[src/rtl/pipe_hazard_ctrl.sv]
// ---------------------------------------------------------------------------
// PipeHazardCtrl (top module pipe_hazard_ctrl)
//
// Purpose:
//    Stall/flush controller for a NUM_STAGES-deep in-order pipeline. It turns
//    cache stalls, branch redirects, jumps, multi-cycle-unit busy and ID
//    hazards into per-register write enables and bubble (flush) strobes.
//    A redirect or jump that arrives while memory is stalled is remembered
//    and applied on the first cycle after the stall. Saturating performance
//    counters and a sticky memory-stall watchdog are also provided.
//
// Ports:
//    clk           clock
//    rst           synchronous active-high reset
//    imem_stall_i  instruction cache miss stall
//    dmem_stall_i  data cache miss stall
//    redirect_i    mispredict / branch taken at REDIRECT_STAGE
//    jump_i        jump resolved at REDIRECT_STAGE
//    mdu_busy_i    multi-cycle unit in MDU_STAGE still working
//    ctrl_stall_i  branch/jump decoded in ID
//    load_use_i    load-use hazard detected in ID
//    cnt_clr_i     synchronous clear of the performance counters
//    write_o       per-register write enable (bit0 = PC)
//    flush_o       per-register flush / bubble insert (bit0 always 0)
//    cnt_mem_o     cycles with a memory stall
//    cnt_hazard_o  cycles stalled by mdu busy / ctrl stall / load-use
//    cnt_flush_o   cycles with a redirect/jump flush applied
//    timeout_o     sticky watchdog flag, cleared only by rst
// ---------------------------------------------------------------------------
module pipe_hazard_ctrl #(
    parameter int NUM_STAGES     = 5,
    parameter int REDIRECT_STAGE = 2,
    parameter int HAZARD_STAGE   = 2,
    parameter int MDU_STAGE      = 2,
    parameter int BRPRED         = 0,
    parameter int CNT_W          = 32,
    parameter int TIMEOUT        = 1024
) (
    input  logic                  clk,
    input  logic                  rst,
    input  logic                  imem_stall_i,
    input  logic                  dmem_stall_i,
    input  logic                  redirect_i,
    input  logic                  jump_i,
    input  logic                  mdu_busy_i,
    input  logic                  ctrl_stall_i,
    input  logic                  load_use_i,
    input  logic                  cnt_clr_i,
    output logic [NUM_STAGES-1:0] write_o,
    output logic [NUM_STAGES-1:0] flush_o,
    output logic [CNT_W-1:0]      cnt_mem_o,
    output logic [CNT_W-1:0]      cnt_hazard_o,
    output logic [CNT_W-1:0]      cnt_flush_o,
    output logic                  timeout_o
);

    // The run-length counter saturates at TIMEOUT so it never wraps.
    localparam int              RUN_W   = (TIMEOUT > 0) ? $clog2(TIMEOUT + 1) : 1;
    localparam logic [RUN_W-1:0] RUN_MAX = RUN_W'(TIMEOUT);

    typedef enum logic {
        RUN,
        HOLD
    } stateT;

    stateT             stateQ;
    stateT             stateD;
    logic              memStall;
    logic              pendQ;
    logic              flushSel;
    logic              hazardSel;
    logic [RUN_W-1:0]  runQ;
    logic [CNT_W-1:0]  cntMemQ;
    logic [CNT_W-1:0]  cntHazardQ;
    logic [CNT_W-1:0]  cntFlushQ;
    logic              timeoutQ;

    assign memStall = imem_stall_i | dmem_stall_i;

    // State register: HOLD marks that the pipeline is frozen by memory.
    always_ff @(posedge clk) begin
        if (rst) begin
            stateQ <= RUN;
        end else begin
            stateQ <= stateD;
        end
    end

    // Next-state logic for the memory hold tracker.
    always_comb begin
        stateD = stateQ;
        case (stateQ)
            RUN:     if (memStall)  stateD = HOLD;
            HOLD:    if (!memStall) stateD = RUN;
            default: stateD = RUN;
        endcase
    end

    // Pending redirect: captured during a stall, consumed on the first
    // released cycle. A fresh redirect in that same cycle folds into the
    // single flush instead of producing a second one.
    always_ff @(posedge clk) begin
        if (rst) begin
            pendQ <= 1'b0;
        end else if (memStall && (redirect_i || jump_i)) begin
            pendQ <= 1'b1;
        end else if (stateQ == HOLD && !memStall) begin
            pendQ <= 1'b0;
        end
    end

    // Priority encoder for write/flush enables; first matching cause wins.
    // Redirects and jumps share the same flush pattern.
    always_comb begin
        write_o   = '1;
        flush_o   = '0;
        flushSel  = 1'b0;
        hazardSel = 1'b0;
        if (memStall) begin
            write_o = '0;
        end else if (redirect_i || pendQ || jump_i) begin
            flushSel = 1'b1;
            for (int k = 1; k < NUM_STAGES; k++) begin
                if (k < REDIRECT_STAGE) flush_o[k] = 1'b1;
            end
        end else if (mdu_busy_i) begin
            hazardSel = 1'b1;
            for (int k = 0; k < NUM_STAGES; k++) begin
                if (k <= MDU_STAGE)    write_o[k] = 1'b0;
                if (k == MDU_STAGE + 1) flush_o[k] = 1'b1;
            end
        end else if (ctrl_stall_i) begin
            hazardSel  = 1'b1;
            flush_o[1] = 1'b1;
            write_o[0] = (BRPRED != 0);
        end else if (load_use_i) begin
            hazardSel = 1'b1;
            for (int k = 0; k < NUM_STAGES; k++) begin
                if (k < HAZARD_STAGE)  write_o[k] = 1'b0;
                if (k == HAZARD_STAGE && k > 0) flush_o[k] = 1'b1;
            end
        end
    end

    // Saturating performance counters; a clear beats a same-cycle increment.
    always_ff @(posedge clk) begin
        if (rst || cnt_clr_i) begin
            cntMemQ    <= '0;
            cntHazardQ <= '0;
            cntFlushQ  <= '0;
        end else begin
            if (memStall && cntMemQ != '1)     cntMemQ    <= cntMemQ + CNT_W'(1);
            if (hazardSel && cntHazardQ != '1) cntHazardQ <= cntHazardQ + CNT_W'(1);
            if (flushSel && cntFlushQ != '1)   cntFlushQ  <= cntFlushQ + CNT_W'(1);
        end
    end

    // Watchdog: count consecutive memory-stall cycles; the flag is set one
    // cycle after the run reaches TIMEOUT and holds until reset.
    always_ff @(posedge clk) begin
        if (rst) begin
            runQ     <= '0;
            timeoutQ <= 1'b0;
        end else begin
            if (!memStall) begin
                runQ <= '0;
            end else if (runQ != RUN_MAX) begin
                runQ <= runQ + RUN_W'(1);
            end
            if (TIMEOUT != 0 && runQ == RUN_MAX) begin
                timeoutQ <= 1'b1;
            end
        end
    end

    assign cnt_mem_o    = cntMemQ;
    assign cnt_hazard_o = cntHazardQ;
    assign cnt_flush_o  = cntFlushQ;
    assign timeout_o    = timeoutQ;

endmodule
[config.mk]
export PLATFORM = sky130hd
export DESIGN_NAME = pipe_hazard_ctrl
export DESIGN_NICKNAME = d
export VERILOG_FILES = /design/src/rtl/pipe_hazard_ctrl.sv
export SDC_FILE = /design/constraint.sdc
export NUM_CORES = 1
export LEC_CHECK = 0
export CAP_MARGIN = 20
export CORE_AREA = 2 2 104 106
export DETAILED_ROUTE_END_ITERATION = 12
export DIE_AREA = 0 0 106 108
export MAX_ROUTING_LAYER = met4
export PLACE_DENSITY = 0.95
export RECOVER_POWER = 25
export SLEW_MARGIN = 20
export SYNTH_ARGS = -nofsm -noshare
export SYNTH_HDL_FRONTEND = slang
export SYNTH_SLANG_ARGS = --single-unit
[constraint.sdc]
create_clock -name clk -period 6.2 [get_ports clk]
set_clock_uncertainty 0.15 [all_clocks]
set_input_delay 1.24 -clock clk [delete_from_list [all_inputs] [get_ports clk]]
set_output_delay 1.24 -clock clk [all_outputs]
set_load 0.01 [all_outputs]
==> summary.md, run 1 <==
| Metric | Value |
|---|---|
| Status | finished clean |
| Critical path class | in2out |
| Worst path depth | 6 |
| Mapped Area | around 0.0056 mm2 |
| # rows | 37 |
| Max Cap Viol | 0 |
| RSZ-0062 raised after global routing | no |
| Int Pwr | 0.937 mW |
| Drt total wl | 15.6 mm |
| Yosys top cell area share | about two fifths |
| Most frequent cell after synthesis | dfxtp_1 |
| Async SR Flop Fraction | 0% |
| Vias/cell | 6.48 |
| Root Driver | clkbuf_8 |
| CP Data Required Time | 4810 ps |
| Max Freq | just under 0.2 GHz |
| Final setup fails | 0 |
| Wire length on met1 | 6.47 mm |
| Pwr dens | between 150 and 200 mW/mm2 |
| Global route overflow | 0 |
| Worst Tran Pin Value | 945 ps |
| Hold slack | 330 ps |
| Net Sw Frac | between 20% and 30% |
| Most frequent cells after synthesis | 110 x dfxtp_1, 69 x a21oi_1, 63 x nand2_1 |
| Initial antenna violation count | 0 |
| Worst rel slew slack | about 37% |
| Leading area contributor after synthesis | dfxtp_1 |
| First-pass GRT wire length | 25.9 mm |
| Wire per inst | 16.9 um |
| Post-CTS Setup Inserts | 0 |
| Final antenna-violating net count | 0 |
| Die ar. | 0.0114 mm2 |
| Combinational power share | 4.4% |
| Slowest-stage cell, CP | clkdlybuf4s50_1 |
| Psw | between 0.2 and 0.3 mW |
| Top sig layer | met4 |
| Flop-to-flop setup slack | 3370 ps |
| Seq pwr share | 58.2% |
| Period minus WS final | 5120 ps |
| Cell count after synthesis | 690 |
| Die W | 106 um |
| Clock power share | 37.4% |
| Core area | 0.0102 mm2 |
| Static leakage | 2.19 nW |
| CP Buf/Inv Count | 3 |
| Total Power | 1.22 mW |
| Clk sinks | 110 |
| Clock latency on the worst-skew pair | 390 ps |
| Reg clk slew, reported paths | 100 ps |
| Top cells by area, synth | dfxtp_1 39%, a21oi_1 6.1%, or3_1 5.7% |
| H-tree levels | 3 |
| Setup TNS Final | 0 ps |
| Synth-to-layout area growth | 24.9% |
| Largest net degree at the start of global routing | 51 |
| # diodes | 0 |
| GRT Util Overall | roughly 28% |
| CTS tree | yes |
| Layout cells sized above 1 | 4.31% |
| Post-DP HPWL | around 11 mm |
| Final Hold Viols | 0 |
| Syn Area/Cell | 8.18 um2 |
| Routability congestion estimate | between 0.9 and 1 |
| Port Buffer Count | 114 |
| Metal3 WL | 1.13 mm |
| Final Slew Violations | 0 |
| Worst R2R End | cnt_mem_o[23] |
| FF+latch count, synth | 110 |
| Clock buffer count from CTS | 9 |
| Crit path launch | imem_stall_i |
| Crit start category | input port |
| EDFF count, synth | 0 |
| Synth cell types | 55 |
| Fin nets | between 700 and 800 |
| Seq/Total Area, Yosys | 39.0% |
| Number of global-route vias before repair | 5,537 |
| Initial core utilization | 55.2% |
| Post-CTS sizing | 0 |
| Clock buffer depth | 2 |
| Top cell family by delay on the critical path | buffers and inverters |
| Maximum VDD drop | just over 0.1 mV |
| Synth warn | 0 |
| Post-synth top flop | dfxtp_1 |
| DRC viols | 0 |
| Worst Hold Class | reg2reg |
| Critical path peak fanout | 17 |
| Post-CTS Hold Buffers | 0 |
| Crit path to | flush_o[2] |
| Crit path largest cell delay | 630 ps |
| Critical register-to-register path startpoint | cnt_mem_o[0] |
| Metal2 WL | 7.70 mm |
| Cells on worst reg2reg path | 7 |
| Starting DRT DRC Count | 437 |
| Vias | 5,988 |
| Tcrit/Tclk final | about 83% |
| Crit-path cells | dlygate4sd3_1, or2_0, inv_2, nand2_1, nor4_1, clkdlybuf4s50_1 |
| Worst Path Arrival | 3730 ps |
| Ports | 117 |
| Chip height | 108 um |
| 1st-pass router iterations | 5 |
| Crit end category | output pin |
worst reg2reg max path, delay by kind of cell (launching register included):
family                   cells  cell delay (ps)
AO/OA/AOI/OAI                1               70
adder cells (fa/ha/maj)      1              260
buffers and inverters        1              270
flip-flops                   1              450
AND/OR/NAND/NOR              4             1510
area by class of cell:
type | count | area [um2]
Clock buffer | 11 | 151
Fill cell | 798 | 3180
Tap cell | 136 | 170
Inverter | 16 | 60.1
Sequential cell | 110 | 2200
Clock inverter | 5 | 56.3
Timing Repair Buffer | 117 | 1160
Multi-Input combinational cell | 529 | 3250
stage by stage:
stage | utilization, % | setup slack (ps) | instance area, um2 | instances
3_3_place_gp | 66.8 | 1440 | 6830 | 908
4_1_cts | 68.9 | 1420 | 7050 | 924
3_5_place_dp | 66.9 | 1450 | 6840 | 908
6_report | 68.9 | 1080 | 7050 | 924
5_1_grt | 68.9 | 1080 | 7050 | 924
2_1_floorplan | - | 2470 | 5650 | 691
cells in the final DEF (no fill, tap or decap), drive strengths merged, types with 36 or more instances in the layout:
cell type      Yosys  routed
clkdlybuf4s50      0      73
or3               51      51
o21ai             37      37
nand2             63      63
dlygate4sd3        0      41
dfxtp            110     110
a21oi             69      69
nor2              38      38
nand3             36      36
registers in the layout (all words and copies together) (netlist names):
signal,cells
timeout_o,1
cnt_hazard_o,32
stateQ,1
pendQ,1
cnt_mem_o,32
runQ,11
cnt_flush_o,32
how the worst min path moves through the flow:
stage / startpoint / to / slack [ps] / cells past startpoint
finish: timeout_o / timeout_o / 330 / 2
global route: timeout_o / timeout_o / 360 / 2
CTS: timeout_o / timeout_o / 340 / 2
detailed placement: timeout_o / timeout_o / 310 / 2
global placement: timeout_o / timeout_o / 310 / 2
floorplan: timeout_o / timeout_o / 320 / 2
power groups by stage:
| stage | Clock [mW] | Combinational (mW) | Sequential [mW] |
|---|---|---|---|
| finish | 0.458 | 0.0533 | 0.713 |
| global route | 0.489 | 0.0575 | 0.713 |
| CTS | 0.462 | 0.0527 | 0.713 |
| detailed placement | 0 | 0.0519 | 0.729 |
| global placement | 0 | 0.0498 | 0.729 |
| floorplan | 0 | 0.0310 | 0.728 |
layer usage:
metal  up-vias  GRT usage, %
li1       2817             -
met1      2856          35.2
met2       276          47.4
met3        39          3.86
met4         0          11.4
met5         -             -
logic make-up after synthesis:
group | count (synthesis) | share of synthesized area, %
AO/OA/AOI/OAI | 165 | 18.0
XOR/XNOR | 22 | 3.41
adder cells (fa/ha/maj) | 5 | 1.11
buffers and inverters | 52 | 3.92
flip-flops | 110 | 39.0
multiplexers | 9 | 1.62
other | 1 | 0.0664
AND/OR/NAND/NOR | 326 | 32.9
Note: power is estimated with default switching activity, not from simulation.
==> run 2: changes to the inputs <==
--- a/config.mk
+++ b/config.mk
@@ -6,11 +6,11 @@
 export NUM_CORES = 1
 export LEC_CHECK = 0
 export CAP_MARGIN = 20
-export CORE_AREA = 2 2 104 106
+export CORE_AREA = 2 2 108 110
 export DETAILED_ROUTE_END_ITERATION = 12
-export DIE_AREA = 0 0 106 108
+export DIE_AREA = 0 0 110 112
 export MAX_ROUTING_LAYER = met4
-export PLACE_DENSITY = 0.95
+export PLACE_DENSITY = 0.91
 export RECOVER_POWER = 25
 export SLEW_MARGIN = 20
 export SYNTH_ARGS = -nofsm -noshare
==> constraint.sdc (replaced) <==
create_clock -name clk -period 5.2 [get_ports clk]
set_clock_uncertainty 0.15 [all_clocks]
set_input_delay 1.04 -clock clk [delete_from_list [all_inputs] [get_ports clk]]
set_output_delay 1.04 -clock clk [all_outputs]
set_load 0.01 [all_outputs]
==> summary.md, run 2 (synthesized netlist as in run 1, its figures left out) <==
| Metric | Value |
|---|---|
| Number of global-route vias before repair | 5,199 (-6.1%) |
| Final Cell Area | 0.00717 mm2 (+1.8%) |
| Routability congestion estimate | 0.898 (-2.9%) |
| Fin nets | 803 (+0.63%) |
| Crit start category | input port |
| Hold Path End | timeout_o |
| Layout cells sized above 1 | 4.54% (+0.23 points) |
| CP Data Required Time | 4010 ps (-800 ps) |
| Worst rel slew slack | 35.5% (-1.4 points) |
| H-tree levels | 3 (unchanged) |
| Final Slew Violations | 0 (unchanged) |
| Final Hold Viols | 0 (unchanged) |
| Area of the multi-input gates | 0.00324 mm2 (-0.27%) |
| # diodes | 0 (unchanged) |
| Static leakage | 2.24 nW (+2.4%) |
| Hold path cells | 2 (unchanged) |
| Drt total wl | 14.7 mm (-5.9%) |
| Pwr dens | 224 mW/mm2 (+29%) |
| Crit-path cells | clkdlybuf4s50_1, or2_1, buf_4, a21oi_1, o31a_1, clkdlybuf4s50_1 |
| Worst Hold Class | reg2reg |
| Placed insts | 920 (+1.3%) |
| DRC viols | 0 (unchanged) |
| Post-CTS Hold Buffers | 0 (unchanged) |
| Die W | 110 um (+3.8%) |
| CP Buf/Inv Count | 3 (unchanged) |
| Post-DP HPWL | 10.1 mm (-10%) |
| Vias | 5,788 (-3.3%) |
| Ports | 117 (unchanged) |
| Most frequent cells in the layout | 110 x dfxtp_1, 72 x clkdlybuf4s50_1, 69 x a21oi_1 |
| Worst Path Arrival | 2790 ps (-940 ps) |
| Wire per inst | 15.7 um (-7.1%) |
| Layout filler cell count | 934 (+17%) |
| Cells on worst reg2reg path | 5 (-2) |
| RSZ-0062 raised after global routing | no |
| Min-delay src | timeout_o |
| Critical path peak fanout | 11 (-6) |
| Die ar. | 0.0123 mm2 (+7.6%) |
| Critical path class | in2out |
| Chip height | 112 um (+3.7%) |
| Top cell family by delay on the critical path | buffers and inverters |
| Clock buffer count from CTS | 9 (unchanged) |
| Initial antenna violation count | 0 (unchanged) |
| Core area | 0.0112 mm2 (+9.2%) |
| Commonest non-fill, non-tap cell in the layout | dfxtp_1 |
| First-pass GRT wire length | 24.3 mm (-6.3%) |
| Hold slack | 306 ps (-24.4 ps) |
| Total Power | 1.61 mW (+31%) |
| 1st-pass router iterations | 6 (+1) |
| Vias/cell | 6.18 (-4.6%) |
| Crit end category | output pin |
| Port Buffer Count | 114 (unchanged) |
| Worst R2R End | cnt_mem_o[13] |
| Max Freq | 0.251 GHz |
| Final antenna-violating net count | 0 (unchanged) |
| # rows | 39 (+5.4%) |
| Worst Tran Pin Value | 959 ps (+14.2 ps) |
| Status | finished clean |
| Crit path largest cell delay | 530 ps (-100 ps) |
| Global route overflow | 0 (unchanged) |
| Clk sinks | 110 (unchanged) |
| Largest net degree at the start of global routing | 37 (-27%) |
| Final setup fails | 0 (unchanged) |
| Root Driver | clkbuf_16 |
| Post-DP Area | 0.00688 mm2 (+0.48%) |
| Initial core utilization | 50.5% (-4.7 points) |
| Crit path top cell by count | clkdlybuf4s50_1 |
| Flop-to-flop setup slack | 2380 ps (-990 ps) |
| Max Cap Viol | 0 (unchanged) |
| Tcrit/Tclk final | 76.6% |
| Starting DRT DRC Count | 447 (+2.3%) |
| Slowest-stage cell, CP | clkdlybuf4s50_1 |
| Clock latency on the worst-skew pair | 350 ps (-40 ps) |
| Clock buffer depth | 2 (unchanged) |
| Reg clk slew, reported paths | 70 ps (-30 ps) |
| Post-CTS Setup Inserts | 0 (unchanged) |
| Maximum VDD drop | 0.161 mV (+57%) |
| GRT Util Overall | 24.7% (-3.7 points) |
| Post-CTS sizing | 0 (unchanged) |
| Synth-to-layout area growth | 27.1% |
| Critical register-to-register path startpoint | cnt_mem_o[19] |
| Setup TNS Final | 0 ps (unchanged) |
| Register area | 0.00220 mm2 (unchanged) |
| CTS tree | yes |
| Period minus WS final | 3980 ps |
| Final Instance Count excl. Fillers | 936 (+1.3%) |
[run 2: power breakdown]
group	leakage [nW]	switching [mW]	internal [mW]	total, mW
sequential	0.887	0.00382	0.845	0.849
clock	0.144	0.306	0.388	0.694
combinational	1.21	0.0394	0.0238	0.0632
total	2.24	0.350	1.26	1.61
[run 2: layout make-up]
| type | instances | share of cell area (%) |
|---|---|---|
| clock inverters | 3 | 0.610 |
| repair buffers | 122 | 16.7 |
| flip-flops and latches | 110 | 30.7 |
| multi-input cells | 529 | 45.1 |
| clock buffers | 13 | 3.49 |
| inverters | 16 | 0.837 |
| well taps | 143 | 2.49 |
[run 2: through the flow]
step           util, %  setup WS [ps]
2_1_floorplan        -           1870
3_3_place_gp      61.5           1220
3_5_place_dp      61.5           1200
4_1_cts           64.2           1200
5_1_grt           64.2           1140
6_report          64.2           1220
[run 2: worst max path at each step]
stage                 start          to  slack [ps]  depth (start not counted)
2_1_floorplan  dmem_stall_i  flush_o[2]        1870                          5
3_3_place_gp   dmem_stall_i  write_o[1]        1220                          6
3_5_place_dp   dmem_stall_i  write_o[1]        1200                          6
4_1_cts        dmem_stall_i  write_o[1]        1200                          6
5_1_grt        dmem_stall_i  flush_o[2]        1140                          6
6_report       dmem_stall_i  write_o[1]        1220                          6
[run 2: layer usage]
| metal | wire length, um | vias up | GRT usage [%] |
|---|---|---|---|
| met2 | 7060 | 208 | 37.5 |
| li1 | - | 2828 | - |
| met5 | 0 | - | - |
| met4 | 272 | 0 | 9.79 |
| met3 | 894 | 29 | 4.68 |
| met1 | 6500 | 2723 | 32.3 |
[run 2: worst reg2reg max path: stages (launching register included)]
cell and delay (ps):
dfxtp_1 460, nand4_1 190, nor4_2 680, nor3b_4 810, and4b_1 300, mux2i_1 120
==> run 3: changes to the inputs <==
==> constraint.sdc (replaced) <==
create_clock -name clk -period 3.85 [get_ports clk]
set_clock_uncertainty 0.15 [all_clocks]
set_input_delay 0.77 -clock clk [delete_from_list [all_inputs] [get_ports clk]]
set_output_delay 0.77 -clock clk [all_outputs]
set_load 0.01 [all_outputs]
==> summary.md, run 3 (synthesized netlist as in run 1, its figures left out) <==
| Metric | Value |
|---|---|
| Status | finished clean |
| Most frequent cells in the layout | 110 x dfxtp_1, 75 x clkdlybuf4s50_1, 69 x a21oi_1 |
| Crit start category | input port |
| Setup TNS Final | 0 ps (unchanged) |
| Static leakage | 2.25 nW (+0.40%) |
| Final Hold Viols | 0 (unchanged) |
| Global route overflow | 0 (unchanged) |
| # rows | 39 (unchanged) |
| First-pass GRT wire length | 23.8 mm (-2.0%) |
| Post-Route Utilization | 64.4% (+0.20 points) |
| Crit end category | output pin |
| Clock latency on the worst-skew pair | 340 ps (about the same) |
| Reg clk slew, reported paths | 70 ps (about the same) |
| Pwr dens | 299 mW/mm2 (+34%) |
| Synth-to-layout area growth | 27.5% |
| Post-CTS Hold Buffers | 0 (unchanged) |
| # diodes | 0 (unchanged) |
| Net Sw Frac | 21.9% (+0.16 points) |
| Initial antenna violation count | 0 (unchanged) |
| Combinational power share | 4.1% (+0.2 points) |
| Largest net degree at the start of global routing | 34 (-8.1%) |
| Port Buffer Count | 114 (unchanged) |
| Critical path peak fanout | 8 (-3) |
| Fin nets | 808 (+0.62%) |
| Int Pwr | 1.68 mW (+34%) |
| Maximum VDD drop | 0.187 mV (+16%) |
| Drt total wl | 14.6 mm (-0.94%) |
| Critical path class | in2out |
| Clock power share | 42.6% (-0.6 points) |
| Final Slew Violations | 0 (unchanged) |
| Root Driver | clkbuf_16 |
| Vias | 5,757 (-0.54%) |
| Clock buffer count from CTS | 9 (unchanged) |
| Period minus WS final | 3560 ps |
| H-tree levels | 3 (unchanged) |
| CTS tree | yes |
| RSZ-0062 raised after global routing | no |
| Seq pwr share | 53.3% (+0.4 points) |
| Layout filler cell count | 931 (-0.32%) |
| 1st-pass router iterations | 5 (-1) |
| GRT Util Overall | 24.1% (-0.68 points) |
| Worst rel slew slack | 36.7% (+1.2 points) |
| Post-CTS sizing | 0 (unchanged) |
| Die W | 110 um (unchanged) |
| Die ar. | 0.0123 mm2 (unchanged) |
| Worst Tran Pin Value | 936 ps (-22.5 ps) |
| Worst Path Arrival | 2640 ps (-150 ps) |
| Final antenna-violating net count | 0 (unchanged) |
| Ports | 117 (unchanged) |
| Routability congestion estimate | 0.891 (-0.72%) |
| Initial core utilization | 50.5% (unchanged) |
| DRC viols | 0 (unchanged) |
| Commonest non-fill, non-tap cell in the layout | dfxtp_1 |
| Vias/cell | 6.12 (-1.1%) |
| Core area | 0.0112 mm2 (unchanged) |
| Tcrit/Tclk final | between 90 and 100% |
| Starting DRT DRC Count | 382 (-15%) |
| CP Data Required Time | 2930 ps (-1080 ps) |
| Clk sinks | 110 (unchanged) |
| Wire per inst | 15.5 um (-1.5%) |
| Max Cap Viol | 0 (unchanged) |
| Chip height | 112 um (unchanged) |
| Final setup fails | 0 (unchanged) |
| Post-CTS Setup Inserts | 0 (unchanged) |
| Max Freq | 0.281 GHz |
| Flop-to-flop setup slack | 1000 ps (-1380 ps) |
| Psw | 0.472 mW (+35%) |
| Post-DP HPWL | 10.3 mm (+2.0%) |
| Layout cells sized above 1 | 5.14% (+0.60 points) |
| Worst Hold Class | reg2reg |
| Number of global-route vias before repair | 5,032 (-3.2%) |
| Clock buffer depth | 2 (unchanged) |
-- run 3: worst paths after layout --
path / from / cells past startpoint / to
worst min register to register: timeout_o / 2 / timeout_o
worst min-delay path: timeout_o / 2 / timeout_o
worst max register to register: cnt_mem_o[0] / 7 / cnt_mem_o[23]
worst max-delay path: dmem_stall_i / 5 / write_o[1]
-- run 3: metrics by stage --
| stage | instances | total power [mW] | hold slack (ps) | cell area, um2 | worst slack, ps |
|---|---|---|---|---|---|
| after CTS | 941 | 2.16 | 334 | 7200 | 362 |
| after global placement | 925 | 1.26 | 288 | 6910 | 412 |
| after global routing | 941 | 2.22 | 384 | 7200 | 186 |
| final | 941 | 2.15 | 320 | 7200 | 288 |
| after detailed placement | 925 | 1.26 | 295 | 6910 | 372 |
| after floorplan | 691 | 1.22 | 320 | 5650 | 1060 |
-- run 3: cell type report --
cell class	count	area, um2	area share [%]
timing repair buffer	127	1240	17.2
tap	143	179	2.49
multi-input combinational	529	3230	44.9
clock inverter	4	47.5	0.661
inverter	16	60.1	0.834
clock buffer	12	236	3.29
sequential	110	2200	30.6
-- run 3: power groups by stage --
stage          combinational [mW]  clock [mW]  sequential, mW
3_3_place_gp               0.0854           0            1.17
5_1_grt                    0.0963       0.977            1.15
2_1_floorplan              0.0499           0            1.17
4_1_cts                    0.0885       0.929            1.15
3_5_place_dp               0.0881           0            1.17
6_report                   0.0883       0.917            1.15
-- run 3: worst max-delay path: stages --
cell	delay (ps)
clkdlybuf4s50_1	420
or2_0	400
a21oi_1	300
o31a_1	200
clkdlybuf4s50_1	540
-- run 3: per-layer routing --
layer / global-route usage, % / part of all wire [%]
met1: 32.5 / 45
met2: 37.3 / 47
met3: 2.75 / 5.7
met4: 8.02 / 1.9
met5: - / 0
